==> src/rtl/pwm_capture.sv <==
// PWM receiver: synchronizes a PWM pin and recovers high time and rise-to-rise period,
// flagging stuck-high/stuck-low lines and off-nominal periods.
module pwm_capture #(
  parameter int PWM_INTERVAL = 1200,
  parameter int TIMEOUT      = 2 * PWM_INTERVAL,
  parameter int SYNC_STAGES  = 2,
  localparam int W  = $clog2(PWM_INTERVAL + 1),
  localparam int CW = $clog2(TIMEOUT + 1)
) (
  input  logic          clk,
  input  logic          rst_n,
  input  logic          pwm_in,
  output logic [W-1:0]  duty_value,
  output logic [CW:0]   period_value,
  output logic          valid,
  output logic          stuck_high,
  output logic          stuck_low,
  output logic          period_err
);

  typedef enum logic [1:0] {
    ST_IDLE = 2'd0,
    ST_HIGH = 2'd1,
    ST_LOW  = 2'd2
  } state_t;

  localparam logic [CW-1:0] L_TIMEOUT     = CW'(TIMEOUT);
  localparam logic [CW-1:0] L_ONE         = {{(CW-1){1'b0}}, 1'b1};
  localparam logic [CW-1:0] L_INTERVAL_CW = CW'(PWM_INTERVAL);
  localparam logic [W-1:0]  L_INTERVAL_W  = W'(PWM_INTERVAL);
  localparam logic [CW:0]   L_NOM_PERIOD  = (CW + 1)'(PWM_INTERVAL);

  logic [SYNC_STAGES-1:0] r_sync;
  logic                   r_s_d;
  state_t                 r_state;
  logic [CW-1:0]          r_high_cnt;
  logic [CW-1:0]          r_low_cnt;
  logic [CW-1:0]          r_idle_cnt;
  logic                   r_reported;
  logic [W-1:0]           r_duty;
  logic [CW:0]            r_period;
  logic                   r_valid;
  logic                   r_stuck_high;
  logic                   r_stuck_low;
  logic                   r_period_err;

  logic                   w_s;
  logic                   w_rise;
  logic                   w_fall;
  logic                   w_timeout;
  logic [CW:0]            w_period_sum;
  logic [W-1:0]           w_duty_sat;

  function automatic logic [CW-1:0] sat_inc(input logic [CW-1:0] v);
    sat_inc = (v >= L_TIMEOUT) ? v : (v + L_ONE);
  endfunction

  assign w_s          = r_sync[SYNC_STAGES-1];
  assign w_rise       = w_s & ~r_s_d;
  assign w_fall       = ~w_s & r_s_d;
  // A rise in the same cycle as the timeout takes precedence.
  assign w_timeout    = (r_idle_cnt == L_TIMEOUT) & ~r_reported & ~w_rise;
  assign w_period_sum = {1'b0, r_high_cnt} + {1'b0, r_low_cnt};
  assign w_duty_sat   = (r_high_cnt > L_INTERVAL_CW) ? L_INTERVAL_W : r_high_cnt[W-1:0];

  // Input synchronizer plus one-cycle delayed copy for edge detection.
  always_ff @(posedge clk or negedge rst_n) begin
    if (!rst_n) begin
      r_sync <= {SYNC_STAGES{1'b0}};
      r_s_d  <= 1'b0;
    end else begin
      r_sync <= {r_sync[SYNC_STAGES-2:0], pwm_in};
      r_s_d  <= w_s;
    end
  end

  // Measurement FSM, idle/timeout tracking and registered result outputs.
  always_ff @(posedge clk or negedge rst_n) begin
    if (!rst_n) begin
      r_state      <= ST_IDLE;
      r_high_cnt   <= {CW{1'b0}};
      r_low_cnt    <= {CW{1'b0}};
      r_idle_cnt   <= {CW{1'b0}};
      r_reported   <= 1'b0;
      r_duty       <= {W{1'b0}};
      r_period     <= {(CW + 1){1'b0}};
      r_valid      <= 1'b0;
      r_stuck_high <= 1'b0;
      r_stuck_low  <= 1'b0;
      r_period_err <= 1'b0;
    end else begin
      r_valid <= 1'b0;
      if (w_rise) begin
        r_idle_cnt <= {CW{1'b0}};
        r_reported <= 1'b0;
      end else begin
        r_idle_cnt <= sat_inc(r_idle_cnt);
      end

      case (r_state)
        ST_IDLE: begin
          // The partial period seen before the first rise is discarded.
          if (w_rise) begin
            r_state    <= ST_HIGH;
            r_high_cnt <= L_ONE;
            r_low_cnt  <= {CW{1'b0}};
          end
        end
        ST_HIGH: begin
          if (w_fall) begin
            r_state   <= ST_LOW;
            r_low_cnt <= L_ONE;
          end else begin
            r_high_cnt <= sat_inc(r_high_cnt);
          end
        end
        ST_LOW: begin
          if (w_rise) begin
            r_duty       <= w_duty_sat;
            r_period     <= w_period_sum;
            r_period_err <= (w_period_sum != L_NOM_PERIOD);
            r_stuck_high <= 1'b0;
            r_stuck_low  <= 1'b0;
            r_valid      <= 1'b1;
            r_high_cnt   <= L_ONE;
            r_low_cnt    <= {CW{1'b0}};
            r_state      <= ST_HIGH;
          end else begin
            r_low_cnt <= sat_inc(r_low_cnt);
          end
        end
        default: r_state <= ST_IDLE;
      endcase

      if (w_timeout) begin
        r_duty       <= w_s ? L_INTERVAL_W : {W{1'b0}};
        r_stuck_high <= w_s;
        r_stuck_low  <= ~w_s;
        r_period     <= {(CW + 1){1'b0}};
        r_period_err <= 1'b1;
        r_valid      <= 1'b1;
        r_reported   <= 1'b1;
        r_state      <= ST_IDLE;
      end
    end
  end

  assign duty_value   = r_duty;
  assign period_value = r_period;
  assign valid        = r_valid;
  assign stuck_high   = r_stuck_high;
  assign stuck_low    = r_stuck_low;
  assign period_err   = r_period_err;

endmodule

==> config.mk <==
export PLATFORM = sky130hd
export DESIGN_NAME = pwm_capture
export DESIGN_NICKNAME = d
export VERILOG_FILES = /design/src/rtl/pwm_capture.sv
export SDC_FILE = /design/constraint.sdc
export NUM_CORES = 1
export LEC_CHECK = 0
export CORE_MARGIN = 1.5
export CORE_UTILIZATION = 53
export DETAILED_ROUTE_END_ITERATION = 12
export GPL_TIMING_DRIVEN = 0
export PLACE_DENSITY_LB_ADDON = 0.3
export SETUP_SLACK_MARGIN = 0.1
export SLEW_MARGIN = 40
export SYNTH_ARGS = -nofsm -noshare
export SYNTH_HDL_FRONTEND = slang
export SYNTH_SLANG_ARGS = --single-unit
==> constraint.sdc <==
create_clock -name clk -period 2.1 [get_ports clk]
set_clock_uncertainty 0.1 [all_clocks]
set_input_delay 0.315 -clock clk [delete_from_list [all_inputs] [get_ports clk]]
set_output_delay 0.315 -clock clk [all_outputs]
set_load 0.02 [all_outputs]
== After elaboration in Yosys (flattened, before gate mapping) ==
Index checks and enable logic that the tools add are counted.
Widths: inputs -> output; s select.

* Bits of input ports: 3
* Logic and storage cells: 86
* Register bits: 70
* Output and inout bits: 28

* $add $sub $neg: 4
* Mux-type cells: 34
* Equal/unequal tests: 13
* Bitwise operators: 8
* $lt $le $gt $ge: 4
* Reduce and logical (&&, ||, !) cells: 10

{| class="wikitable"
|+ Operators with widths
! kind !! number
|-
| $mux 12 || 9
|-
| $mux 11 || 5
|-
| $mux 13 || 3
|-
| $add 12x1->12 const B || 3
|-
| $ge 12x12->1 const B || 3
|-
| $pmux 12 s3 || 1
|-
| $pmux 12 s2 || 1
|-
| $add 12x12->13 || 1
|-
| $ne 13x11->1 const B || 1
|-
| $eq 12x12->1 const B || 1
|-
| $gt 12x11->1 const B || 1
|-
| $mux 1 || 11
|-
| $ne 2x2->1 const B || 5
|-
| $reduce_and 4->1 || 2
|-
| $mux 2 || 3
|-
| $ne 3x3->1 const B || 2
|-
| $reduce_bool 2->1 || 3
|-
| $and 1x1->1 || 4
|-
| $not 1->1 || 4
|-
| $pmux 2 s2 || 1
|-
| $reduce_and 2->1 || 2
|-
| $ne 3x1->1 const B || 1
|-
| $reduce_bool 3->1 || 1
|-
| $eq 2x1->1 const B || 1
|-
| 4 further kinds || 4
|}

== Logic depth before layout (Yosys ltp) ==
* Depth after elaboration: 6
* Mapped depth: 10
* Gate-level depth less buffers: 10

== Worst setup path before layout ==
No wires, ideal clock.

* Kind: flip-flop to flip-flop
* From: register r_high_cnt[0]
* To: register r_period_err, in the netlist period_err
* Library setup time: 0.128 ns
* Period minus slack after synthesis: 2.297 ns
* Data required time: 1.872 ns
* Stages on the path, launching flop included: 11
* Slack: -0.197 ns
* Path buffers: 0
* Data arrival time: 2.069 ns
* Path through: dfrtp_1 > ha_1 > inv_1 > fa_1 > nand2b_1 > a21oi_1 > o31ai_2 > nor3_1 > a311oi_1 > nor4_1 > a21oi_1

* Word-level cells in the longest chain between the ends: 5

{| class="wikitable"
|+ Ends and longest elaborated chain
! element !! line !! source
|-
| from (decl) || 36 || <nowiki>logic [CW-1:0] r_high_cnt;</nowiki>
|-
| from (signal assigned) || 81 || <nowiki>r_high_cnt <= {CW{1'b0}};</nowiki>
|-
| from (signal assigned) || 114 || <nowiki>r_high_cnt <= sat_inc(r_high_cnt);</nowiki>
|-
| $add 12x12->13 || 63 || <nowiki>assign w_period_sum = {1'b0, r_high_cnt} + {1'b0, r_low_cnt};</nowiki>
|-
| $ne 13x11->1 || 121 || <nowiki>r_period_err <= (w_period_sum != L_NOM_PERIOD);</nowiki>
|-
| $mux 1 || 118 || <nowiki>if (w_rise) begin</nowiki>
|-
| $mux 1 || 100 || <nowiki>case (r_state)</nowiki>
|-
| $mux 1 || 135 || <nowiki>if (w_timeout) begin</nowiki>
|-
| to (signal assigned) || 121 ||
|-
| to (decl) || 45 || <nowiki>logic r_period_err;</nowiki>
|}

Every way passes these cells. The select of a mux whose other input is x is not followed.
A chain may end at the register's enable or synchronous reset.

== Worst setup path after layout ==
* From: register r_high_cnt[6]
* To: register r_period_err, in the netlist period_err

Same word-level chain as after synthesis.

==> metrics.cfg <==
[outcome]
status = finished, violations left
violations = negative setup slack

[setup_path]
worstSetupStartpointType = flop
critPathRequiredTime_ns = 2.30
end_kind = flop
cp_max_fo = 5
slowest_stage = dfrtp_2
cp_slowest_stage_delay_ns = 0.48
path_cells = ha_4 > or3_4 > o31ai_4 > nor3_1 > a311oi_1 > nor4_2 > a21oi_1
crit_type = reg2reg
worstPathArrival_ns = 2.57

[synth]
synth_cells = 433
yosysSeqAreaShare = 0.437
avgSynthCellArea_um2 = 9.25
ys_seq_elements = 70
ys.flop_type = dfrtp_1
synth_edf_count = 0
syn_area_um2 = 4010
netlist-cell-type-count = 57
synth_warnings = 0
async_flop_share = 1.00
syn_nets = 460

[die]
io_pins = 31
die-area_um2 = 8090
num_rows = 31
core_area_um2 = 7290
start_util = 0.549
die_width_um = 89.9
dieHeight_um = 89.9

[global_routing]
overflow = 0
grt_antenna_before_repair = 0
grt_pass1_wl_mm = 18.7
grt_use_total = 0.293
first_global_vias = 3744
grt_max_degree = 48

[power_and_ir_drop]
clkPwrFrac = 0.245
internal-power_mw = 3.01
ir_drop_uv = 491
p_leak_nw = 2.47
switchingPower_mw = 1.88
power_density_nw_per_um2 = 851
switching_share = 0.384
pwr-share-seq = 0.342
comb_power_share = 0.413

[cells_and_area]
fillers = 417
drive_above_1_share = 0.337
final_cell_mix = dfrtp_1, nor2_1, buf_4, nand2_1, clkdlybuf4s50_1
fin_cells = 630
diodes = 0
syn_to_final_growth_pct = 43.4
fin_nets = 553
final_common_cell = dfrtp_1
finalInstanceArea_um2 = 5740

[sta]
fin_crit_sh = 1.13
slew_headroom = 0.613
finalHoldViolCount = 0
slew_viol_final = 0
setup_tns_ns = -2.13
worst_pin_slew_ns = 0.579
finalCriticalPeriod_ns = 2.38
rsz0062_at_grt = yes
max_freq_ghz = 0.420
setup_viol = 25
finalWorstSetupSlack_ns = -0.279

[placement]
place_congestion = 0.849
placed_area_um2 = 4500
portBuffers = 30
dpl.hpwl_mm = 6.54
placedCellCount = 563

[worst_hold_path]
hp-class = reg2reg

[routing]
drc_errors = 0
via_per_inst = 6.45
vias = 4062
dr.pass1.iters = 5
wl_per_cell_um = 20.3
ant_nets = 0
first_iter_violations = 393
wirelength_mm = 12.8

[cts]
cts_tree = yes
cts.clk_slew.worst_paths_ns = 0.08
clock-root-buffer = clkbuf_8
numCtsBuffers = 9
clockBufferDepth = 2
htree_levels = 3
cts.sinks = 70
clock_latency_ns = 0.37

[job]
cap_viol_max_count = 0

[worst paths after layout]
| kind | start | endpoint | slack [ns] | cells past startpoint |
|---|---|---|---|---|
| min in group asynchronous | rst_n | r_high_cnt[8]$_DFFE_PN0P_ | 0.27 | 2 |
| max in group asynchronous | rst_n | r_low_cnt[3]$_DFFE_PN0P_ | 1.09 | 3 |
| worst min-delay path | r_sync[0]$_DFF_PN0_ | r_sync[1]$_DFF_PN0_ | 0.26 | 0 |
| worst max-delay path | r_high_cnt[6]$_DFFE_PN0P_ | period_err$_DFFE_PN0P_ | -0.28 | 7 |
| worst max register to register | r_high_cnt[6]$_DFFE_PN0P_ | period_err$_DFFE_PN0P_ | -0.28 | 7 |
| worst min register to register | r_sync[0]$_DFF_PN0_ | r_sync[1]$_DFF_PN0_ | 0.26 | 0 |
[power by group through the flow]
stage                     clock network, mW  registers (mW)  logic (mW)
after floorplan                           0            1.76       0.762
after global placement                    0            1.68        1.24
after detailed placement                  0            1.69        1.29
after CTS                              1.16            1.65        1.74
after global routing                   1.25            1.69        2.14
final                                  1.20            1.67        2.02
[state kept, by name, summed over array words and instances (netlist names)]
signal / flops
r_reported: 1
stuck_low: 1
r_low_cnt: 12
stuck_high: 1
r_state: 2
valid: 1
duty_value: 11
r_s_d: 1
period_value: 13
period_err: 1
r_high_cnt: 12
r_sync: 2
r_idle_cnt: 12
[final cells by class]
cell class / instances / area [um^2] / share of cell area
clock inverters: 4 / 53.8 / 0.00937
repair buffers: 84 / 774 / 0.135
plain buffers: 13 / 116 / 0.0203
clock buffers: 12 / 155 / 0.0270
flip-flops and latches: 70 / 1770 / 0.309
inverters: 16 / 60.1 / 0.0105
well taps: 99 / 124 / 0.0216
multi-input cells: 332 / 2690 / 0.468
[stage by stage]
step	util	total power [mW]	hold WS, ns	setup WS, ns
global placement	0.613	2.92	0.234	-1.71
finish	0.788	4.89	0.257	-0.279
detailed placement	0.617	2.98	0.0844	-0.411
CTS	0.738	4.55	0.259	-0.162
floorplan	-	2.52	-0.0806	-0.0801
global route	0.788	5.08	0.262	-0.398
[critical path, delay by kind of cell, from the launching register on]
| family | cells | cell delay [ns] |
|---|---|---|
| AO/OA/AOI/OAI | 3 | 0.95 |
| adder cells (fa/ha/maj) | 1 | 0.21 |
| flip-flops | 1 | 0.48 |
| AND/OR/NAND/NOR | 3 | 0.56 |
[routing by layer]
metal | up-vias | global-route usage | routed length, um
met2 | 261 | 0.493 | 6260
li1 | 1729 | - | -
met1 | 1982 | 0.349 | 4840
met3 | 90 | 0.0702 | 896
met4 | 0 | 0.152 | 814
met5 | - | 0 | 0
[cells in the mapped netlist (4+ instances only)]
cell	number	share of area
clkbuf_1	10	0.0094
inv_1	16	0.015
a211oi_1	4	0.0075
nor4_1	5	0.0078
a21oi_1	17	0.021
o21ai_0	35	0.044
nor3_1	5	0.0062
nor2_1	50	0.047
o21ai_1	9	0.011
dfrtp_1	70	0.44
nand2_1	42	0.039
xnor2_1	13	0.028
and2_1	4	0.0062
a22o_1	10	0.022
ha_1	23	0.072
nand2b_1	12	0.019
or3_1	6	0.0094
and3_1	7	0.011
o31ai_1	6	0.011
xor2_1	10	0.022
nand3_1	19	0.024
nand4_1	7	0.011
[timing repair]
action,in CTS,in global routing
gates resized for setup,99,71
setup endpoints to repair,55,53
setup buffers,31,22
cloned,3,0
pin swaps,43,39
hold buffers,1,0
hold endpoints to repair,23,0
[kinds of logic after synthesis]
logic type      synth area share
simple gates               0.214
compound gates             0.183
flops                      0.437
buf+inv                   0.0337
fa+ha+maj                 0.0769
xor+xnor                  0.0503
mux                      0.00500
Power figures use the tool's default switching activity.
